===== src/rtl/branch_predictor.sv =====
// Branch predictor: direct-mapped BTB plus 2-bit counter BHT for fetch-stage lookup,
// with EX-stage resolution, mispredict/redirect generation and saturating statistics.
module branch_predictor #(
    parameter int unsigned XLEN        = 32,
    parameter int unsigned BHT_ENTRIES = 64,
    parameter int unsigned BTB_ENTRIES = 16
) (
    input  logic            i_clk,
    input  logic            i_reset,
    input  logic [XLEN-1:0] i_if_pc,
    output logic            o_pred_taken,
    output logic [XLEN-1:0] o_pred_target,
    input  logic            i_ex_valid,
    input  logic [6:0]      i_ex_opcode,
    input  logic [2:0]      i_ex_funct3,
    input  logic [XLEN-1:0] i_ex_pc,
    input  logic [XLEN-1:0] i_ex_rs1_dout,
    input  logic [XLEN-1:0] i_ex_imm,
    input  logic            i_ex_cmp_eq,
    input  logic            i_ex_cmp_lt,
    input  logic            i_ex_cmp_ltu,
    input  logic            i_ex_pred_taken,
    input  logic [XLEN-1:0] i_ex_pred_target,
    output logic            o_branch_taken,
    output logic [XLEN-1:0] o_pc_branch,
    output logic            o_mispredict,
    output logic [XLEN-1:0] o_redirect_pc,
    output logic [31:0]     o_branch_cnt,
    output logic [31:0]     o_mispredict_cnt
);

    localparam int unsigned BHT_W = $clog2(BHT_ENTRIES);
    localparam int unsigned BTB_W = $clog2(BTB_ENTRIES);
    localparam int unsigned TAG_W = XLEN - BTB_W - 2;

    localparam logic [6:0] OP_JAL    = 7'b1101111;
    localparam logic [6:0] OP_JALR   = 7'b1100111;
    localparam logic [6:0] OP_BRANCH = 7'b1100011;

    logic [BTB_ENTRIES-1:0] r_btb_valid;
    logic [BTB_ENTRIES-1:0] r_btb_jump;
    logic [TAG_W-1:0]       r_btb_tag    [BTB_ENTRIES];
    logic [XLEN-1:0]        r_btb_target [BTB_ENTRIES];
    logic [1:0]             r_bht        [BHT_ENTRIES];
    logic [31:0]            r_branch_cnt;
    logic [31:0]            r_mispredict_cnt;

    logic [BHT_W-1:0] w_if_bht_idx;
    logic [BTB_W-1:0] w_if_btb_idx;
    logic [TAG_W-1:0] w_if_tag;
    logic             w_if_hit;
    logic [XLEN-1:0]  w_if_pc_plus4;

    logic [BHT_W-1:0] w_ex_bht_idx;
    logic [BTB_W-1:0] w_ex_btb_idx;
    logic [TAG_W-1:0] w_ex_tag;
    logic [XLEN-1:0]  w_ex_pc_imm;
    logic [XLEN-1:0]  w_ex_jalr_tgt;
    logic [XLEN-1:0]  w_ex_pc_plus4;
    logic             w_is_cf;
    logic             w_is_branch;
    logic             w_taken;
    logic [XLEN-1:0]  w_target;
    logic [1:0]       w_ctr_next;

    // Fetch-stage lookup on registered state; no bypass from a same-cycle update
    assign w_if_bht_idx  = i_if_pc[BHT_W+1:2];
    assign w_if_btb_idx  = i_if_pc[BTB_W+1:2];
    assign w_if_tag      = i_if_pc[XLEN-1:BTB_W+2];
    assign w_if_pc_plus4 = i_if_pc + XLEN'(4);
    assign w_if_hit      = r_btb_valid[w_if_btb_idx] && (r_btb_tag[w_if_btb_idx] == w_if_tag);
    assign o_pred_taken  = !i_reset && w_if_hit &&
                           (r_btb_jump[w_if_btb_idx] || r_bht[w_if_bht_idx][1]);
    assign o_pred_target = o_pred_taken ? r_btb_target[w_if_btb_idx] : w_if_pc_plus4;

    assign w_ex_bht_idx  = i_ex_pc[BHT_W+1:2];
    assign w_ex_btb_idx  = i_ex_pc[BTB_W+1:2];
    assign w_ex_tag      = i_ex_pc[XLEN-1:BTB_W+2];
    assign w_ex_pc_imm   = i_ex_pc + i_ex_imm;
    assign w_ex_jalr_tgt = (i_ex_rs1_dout + i_ex_imm) & ~XLEN'(1);
    assign w_ex_pc_plus4 = i_ex_pc + XLEN'(4);

    // EX-stage resolution of actual direction and target
    always_comb begin
        w_is_cf     = 1'b0;
        w_is_branch = 1'b0;
        w_taken     = 1'b0;
        w_target    = '0;
        if (i_ex_valid) begin
            case (i_ex_opcode)
                OP_JAL: begin
                    w_is_cf  = 1'b1;
                    w_taken  = 1'b1;
                    w_target = w_ex_pc_imm;
                end
                OP_JALR: begin
                    if (i_ex_funct3 == 3'b000) begin
                        w_is_cf  = 1'b1;
                        w_taken  = 1'b1;
                        w_target = w_ex_jalr_tgt;
                    end
                end
                OP_BRANCH: begin
                    w_is_cf     = 1'b1;
                    w_is_branch = 1'b1;
                    w_target    = w_ex_pc_imm;
                    case (i_ex_funct3)
                        3'b000:  w_taken = i_ex_cmp_eq;
                        3'b001:  w_taken = !i_ex_cmp_eq;
                        3'b100:  w_taken = i_ex_cmp_lt;
                        3'b101:  w_taken = !i_ex_cmp_lt;
                        3'b110:  w_taken = i_ex_cmp_ltu;
                        3'b111:  w_taken = !i_ex_cmp_ltu;
                        default: begin
                            w_is_cf     = 1'b0;
                            w_is_branch = 1'b0;
                            w_target    = '0;
                        end
                    endcase
                end
                default: ;
            endcase
        end
    end

    assign o_branch_taken = w_taken;
    assign o_pc_branch    = w_target;
    assign o_mispredict   = i_ex_valid &&
                            ((w_taken != i_ex_pred_taken) ||
                             (w_taken && (w_target != i_ex_pred_target)));
    assign o_redirect_pc  = !i_ex_valid ? '0 : (w_taken ? w_target : w_ex_pc_plus4);

    // Saturating 2-bit counter step for the resolving branch
    always_comb begin
        w_ctr_next = r_bht[w_ex_bht_idx];
        if (w_taken) begin
            if (w_ctr_next != 2'b11) w_ctr_next = w_ctr_next + 2'b01;
        end else begin
            if (w_ctr_next != 2'b00) w_ctr_next = w_ctr_next - 2'b01;
        end
    end

    always_ff @(posedge i_clk or posedge i_reset) begin
        if (i_reset) begin
            r_btb_valid  <= '0;
            r_btb_jump   <= '0;
            r_btb_tag    <= '{default: '0};
            r_btb_target <= '{default: '0};
            r_bht        <= '{default: 2'b01};
        end else if (w_is_cf) begin
            if (w_is_branch) r_bht[w_ex_bht_idx] <= w_ctr_next;
            if (w_taken) begin
                r_btb_valid[w_ex_btb_idx]  <= 1'b1;
                r_btb_jump[w_ex_btb_idx]   <= !w_is_branch;
                r_btb_tag[w_ex_btb_idx]    <= w_ex_tag;
                r_btb_target[w_ex_btb_idx] <= w_target;
            end
        end
    end

    // Statistics, saturating at all-ones
    always_ff @(posedge i_clk or posedge i_reset) begin
        if (i_reset) begin
            r_branch_cnt     <= '0;
            r_mispredict_cnt <= '0;
        end else begin
            if (w_is_cf && (r_branch_cnt != '1))
                r_branch_cnt <= r_branch_cnt + 32'd1;
            if (o_mispredict && (r_mispredict_cnt != '1))
                r_mispredict_cnt <= r_mispredict_cnt + 32'd1;
        end
    end

    assign o_branch_cnt     = r_branch_cnt;
    assign o_mispredict_cnt = r_mispredict_cnt;

endmodule


===== config.mk =====
export PLATFORM = sky130hd
export DESIGN_NAME = branch_predictor
export DESIGN_NICKNAME = d
export VERILOG_FILES = /design/src/rtl/branch_predictor.sv
export SDC_FILE = /design/constraint.sdc
export NUM_CORES = 2
export LEC_CHECK = 0
export ABC_AREA = 1
export CORE_MARGIN = 10
export CORE_UTILIZATION = 30
export DETAILED_ROUTE_END_ITERATION = 6
export PLACE_DENSITY_LB_ADDON = 0.3
export REMOVE_ABC_BUFFERS = 1
export SLEW_MARGIN = 20
export SYNTH_ARGS = -nofsm -noshare
export SYNTH_HDL_FRONTEND = slang
export SYNTH_SLANG_ARGS = --single-unit

===== constraint.sdc =====
create_clock -name i_clk -period 51.5 [get_ports i_clk]
set_clock_uncertainty 0.1 [all_clocks]
set_input_delay 10.3 -clock i_clk [delete_from_list [all_inputs] [get_ports i_clk]]
set_output_delay 10.3 -clock i_clk [all_outputs]
set_load 0.05 [all_outputs]

# Word-level counts from Yosys, hierarchy flattened

Cells that the tools add are included.

Register bits: 1,152
Output and inout bits: 163
Logic and storage cells: 205

Add/sub/neg operators: 8
$lt $le $gt $ge: 9
Equality and inequality tests: 14
Muxes and demuxes: 47
Bitwise logic cells: 5
Reductions and logical operators: 22

Operator list:

| kind                                                            | number |
|---|---|
| 512-bit bitwise mux                                             | 1 |
| 416-bit bitwise mux                                             | 1 |
| 32-bit 2-to-1 mux                                               | 9 |
| 32-bit binary-select mux with 4-bit select                      | 1 |
| 128-bit bitwise mux                                             | 1 |
| 32-bit demux with 4-bit select                                  | 1 |
| 26-bit binary-select mux with 4-bit select                      | 1 |
| 26-bit demux with 4-bit select                                  | 1 |
| 32-bit case mux with 3 select lines                             | 1 |
| 26-bit 2-to-1 mux                                               | 3 |
| 32-bit by 1-bit adder with 32-bit output, second input constant | 2 |
| 32-bit by 3-bit adder with 32-bit output, second input constant | 2 |
| 32-bit adder                                                    | 2 |
| 32-bit inequality test, second input constant                   | 2 |
| 32-bit inequality test                                          | 1 |
| 26-bit equality test                                            | 1 |
| 2-bit binary-select mux with 6-bit select                       | 2 |
| 7-bit equality test, second input constant                      | 3 |
| 16-bit bitwise mux                                              | 1 |
| 2-bit 2-to-1 mux                                                | 8 |
| 16-bit bitwise OR                                               | 1 |
| 7-bit >= comparator, second input constant                      | 2 |
| 6-bit NOT with 7-bit output                                     | 2 |
| 2-bit demux with 6-bit select                                   | 1 |
| other kinds (24)                                                | 55 |

# Longest topological paths before layout

Word-level depth: 10
Gate-level depth with buffers: 26

# Least setup slack after synthesis

No wires, ideal clock.

Path kind: input to output
Start point: input port i_reset
End point: output port o_pred_target[18]
Arrival: 37.237 ns
Slack: 3.863 ns
Cell stages on the path: 10
Buffers on the path: 0
Cell sequence: inv_1 -> nand2_1 -> a311oi_2 -> nand3_1 -> or2_1 -> nor3_4 -> nand2_4 -> inv_2 -> nand2_1 -> nand2_1

Word-level cells in the longest chain between the ends: 4

Ends and longest elaborated chain:

| what                               | line | source |
|---|---|---|
| from (decl)                        | 9    | `input logic i_reset,` |
| 1-bit logical NOT (no source line) | -    |  |
| 1-bit logical AND (2 in a row)     | 72   | `assign o_pred_taken = !i_reset && w_if_hit &&` |
| named net o_pred_taken             | 11   | `output logic o_pred_taken,` |
| 32-bit 2-to-1 mux                  | 74   | `assign o_pred_target = o_pred_taken ? r_btb_target[w_if_btb_idx] : w_if_pc_plus4;` |
| to (decl)                          | 12   | `output logic [XLEN-1:0] o_pred_target,` |

The timed path passes the listed nets, and every way through them passes these cells.

# Worst setup path after layout

Start point: input port i_if_pc[2]
End point: output port o_pred_target[0]

Word-level cells in the longest chain between the ends: 9
Elaborated cells between the ends (all ways): 21

Ends and longest elaborated chain:

| what                                                 | line   | source |
|---|---|---|
| from (decl)                                          | 10     | `input logic [XLEN-1:0] i_if_pc,` |
| 4-bit NOT with 5-bit output (implied by the code)    | 71, 74 |  |
| 26-bit binary-select mux with 4-bit select           | 71     | `assign w_if_hit = r_btb_valid[w_if_btb_idx] && (r_btb_tag[w_if_btb_idx] == w_if_tag);` |
| 26-bit 2-to-1 mux (implied by the code) (2 in a row) | 71     |  |
| 26-bit equality test                                 | 71     |  |
| 1-bit logical AND                                    | 71     |  |
| 1-bit logical AND (2 in a row)                       | 72     |  |
| 32-bit 2-to-1 mux *                                  | 74     |  |

Mark *: on every way between the ends. The rest lies on a longest branch, timed or not. The select of a mux whose other input is x is not followed.

==> results_dict.tcl <==
set metrics [dict create \
    status "complete, no violations" \
    postRouteWirelength_um 256000 \
    antenna_left 0 \
    drv_cap 0 \
    slowest_delay_ps 890 \
    synth_cell_types 67 \
    ctsResizeCount 0 \
    grt_max_degree 195 \
    whs_ps 350 \
    clockRootBuffer "clkbuf_16" \
    via_per_inst 5.38 \
    synth_top_family_by_area "simple AND/OR/NAND/NOR gates" \
    crit_cells 15 \
    dp_cells 10479 \
    path_buf_inv 5 \
    required_ps 41100 \
    start_kind "primary input" \
    crit_type "in2out" \
    grt_setup_unrepaired "no" \
    synth_common_cells "nand2_1 (2176), o21ai_0 (1573), dfrtp_1 (1088)" \
    ys_seq_elements 1152 \
    gp_congestion 0.918 \
    synthMuxAreaShare_pct 0.130 \
    async_flop_share_pct 100 \
    drt-initial-drc-count 6684 \
    min-delay-path-class "reg2reg" \
    rows 165 \
    arrival_ps 16440 \
    yosys.area.top_type "dfrtp_1" \
    register_area_um2 28900 \
    crit_chain "buf_8, inv_16, buf_12, buf_4, o21ai_0, o211ai_1, o211ai_1, nand3_1, xor2_1, nand3_1, or2_1, nor3_4, nand2_4, o21ai_2, clkdlybuf4s50_1" \
    drtPass1Iterations 6 \
    grt_pass1_wl_um 378000 \
    ys_warn_count 0 \
    die_y_um 470 \
    multiInputGateArea_um2 27900 \
    portBuffers 339 \
    die_x_um 470 \
    clock_sinks 1152 \
    crit_family "buffers and inverters" \
    cp_slowest_cell "clkdlybuf4s50_1" \
    synth_xor_area_share_pct 1.72 \
    clockBufferDepth 3 \
    insertion_delay_ps 760 \
    synth_simple_gate_area_share_pct 23.6 \
    synth-compound-area-share_pct 18.8 \
    timing.slew.headroom_pct 17.7 \
    finalMaxSlewViolations 0 \
    cts_hold_buf 0 \
    grt_pass1_vias 55197 \
    fill_cells 21152 \
    antenna_found_initial 41 \
    max_freq_ghz 0.0373 \
    timing.rr.end "o_branch_cnt[19]$_DFFE_PP0P_" \
    timing.rr.start "o_branch_cnt[0]$_DFFE_PP0P_" \
    hold_viol 0 \
    crit_end "o_pred_target[0]" \
    irDropWorstVdd_uv 28.7 \
    postCtsSetupRepairBufs 0 \
    area_growth_syn_to_layout_pct 16.4 \
    yosys.cell_count.top_type "nand2_1" \
    h-tree-depth 4 \
    initial_core_util_pct 30.1 \
    synth_edf_count 0 \
    tightest_slew_ps 1230 \
    syn_avg_cell_area_um2 7.69 \
    p_leak_nw 31.6 \
    ys_top_cells_by_area "dfrtp_1 (45%), nand2_1 (13%), o21ai_0 (13%), nor2_1 (4.6%), dfstp_2 (2.8%)" \
    overflow 0 \
    synth_flop_cell "dfrtp_1" \
    clk_pin_slew_ps 50 \
    fin_tns_setup_ps 0 \
    vias 57832 \
    cts_tree "yes" \
    synthCells 7904 \
    crit_fanout 194 \
    rrSetupSlack_ps 48380 \
    startpoint "i_if_pc[2]" \
    core_area_um2 202000 \
    synth_top_area_share_pct 44.8 \
    dieArea_um2 221000 \
    drive_above_1_share_pct 6.34 \
    worstRegToRegCells 14 \
    synth-seq-area-share_pct 47.6 \
    p_per_area_nw_per_um2 30.7 \
    cts_buffers 137 \
    synthAdderAreaFrac_pct 1.47 \
    syn_area_um2 60700 \
    setup_viol 0 \
    dp_hpwl_um 169000 \
    drc 0 \
    grt.total_usage_pct 22.3 \
    min_period_ps 26840 \
    final_nets 8194 \
    stdcell_count 10748 \
    post-route-period-util_pct 52.1 \
    top_level_ports 340 \
    critPathCaptureType "output pin" \
    wl_per_cell_um 23.8 \
]
## worst register-to-register path, cell delays in order (launching register included)
cell and delay [ps]:
dfrtp_1 440, ha_1 220, inv_1 80, nor3_1 60
nand2_1 110, nor2_1 50, nand3_1 70, nand2_1 350
nor3_1 380, nand2_1 150, nor3_2 210, nand3_1 190
nor4_2 320, nand2_1 120, xnor2_1 140
## cell usage in the layout (no fill, tap or decap), types with 37 or more instances in the layout
| cell type | Yosys | final |
|---|---|---|
| o21ai_0 | 1573 | 1573 |
| dfstp_2 | 64 | 64 |
| o22ai_1 | 162 | 162 |
| clkbuf_16 | 0 | 139 |
| o211ai_1 | 39 | 39 |
| inv_1 | 421 | 419 |
| nor2_1 | 748 | 746 |
| xor2_1 | 98 | 98 |
| ha_1 | 68 | 68 |
| nand3b_1 | 39 | 39 |
| clkdlybuf4s50_1 | 0 | 335 |
| dfrtp_1 | 1088 | 1088 |
| nor3_1 | 59 | 58 |
| o221ai_1 | 72 | 72 |
| buf_4 | 29 | 81 |
| nand2_1 | 2176 | 2160 |
| a21oi_1 | 104 | 104 |
| nand3_1 | 256 | 255 |
| o21ai_1 | 37 | 37 |
| nand4_1 | 111 | 111 |
## cell families after synthesis
kind of cell             Yosys count
adder cells (fa/ha/maj)           70
flip-flops                      1152
buffers and inverters            970
XOR/XNOR                         119
AO/OA/AOI/OAI                   2095
AND/OR/NAND/NOR                 3491
multiplexers                       7
## cell type report
cell class / count / area share [%]
Tap cell: 2672 / 4.73
Timing Repair Buffer: 425 / 5.83
Multi-Input combinational cell: 5782 / 39.5
Sequential cell: 1152 / 40.9
Antenna cell: 20 / 0.0708
Clock buffer: 206 / 5.76
Inverter: 449 / 2.43
Clock inverter: 42 / 0.802
## registers in the layout, indices dropped and copies added (netlist names)
signal,count
o_branch_cnt,32
o_mispredict_cnt,32
r_bht,128
r_btb_jump,16
r_btb_tag,416
r_btb_target,512
r_btb_valid,16
## where the power goes
part           internal (mW)  switching, mW  total, mW
clock                  0.578          0.420      0.998
combinational         0.0705          0.185      0.255
sequential             0.912        0.00570      0.917
total                   1.56          0.611       2.17
## per-stage QoR
step / power, mW / cell area [µm²] / setup slack, ps / utilization [%]
floorplan: 1.07 / 58400 / 3660 / -
global placement: 1.19 / 66000 / 24720 / 32.7
detailed placement: 1.19 / 66000 / 24770 / 32.7
CTS: 2.18 / 70600 / 24750 / 35.0
global route: 2.24 / 70700 / 24350 / 35.0
finish: 2.17 / 70700 / 24660 / 35.0
## metal layers
metal  part of all wire, %  routed length (µm)  vias to the layer above  GRT usage [%]
met5                 0.077                 197                        -              0
met4                   5.2               13400                       30           10.8
met3                   7.8               20000                      515           4.90
met2                    44              113000                     2533           34.5
met1                    43              109000                    28326           29.4
li1                      -                   -                    26428              -
## worst min path at each step
stage	startpoint	end	slack, ps	depth (start not counted)
floorplan	r_btb_valid[14]$_DFFE_PP0P_	r_btb_valid[14]$_DFFE_PP0P_	320	2
detailed placement	r_btb_valid[1]$_DFFE_PP0P_	r_btb_valid[1]$_DFFE_PP0P_	340	2
finish	r_btb_valid[3]$_DFFE_PP0P_	r_btb_valid[3]$_DFFE_PP0P_	350	2
global placement	r_btb_valid[8]$_DFFE_PP0P_	r_btb_valid[8]$_DFFE_PP0P_	330	2
global route	r_btb_valid[1]$_DFFE_PP0P_	r_btb_valid[1]$_DFFE_PP0P_	370	2
CTS	r_btb_valid[8]$_DFFE_PP0P_	r_btb_valid[8]$_DFFE_PP0P_	350	2
Power figures use the tool's default switching activity.
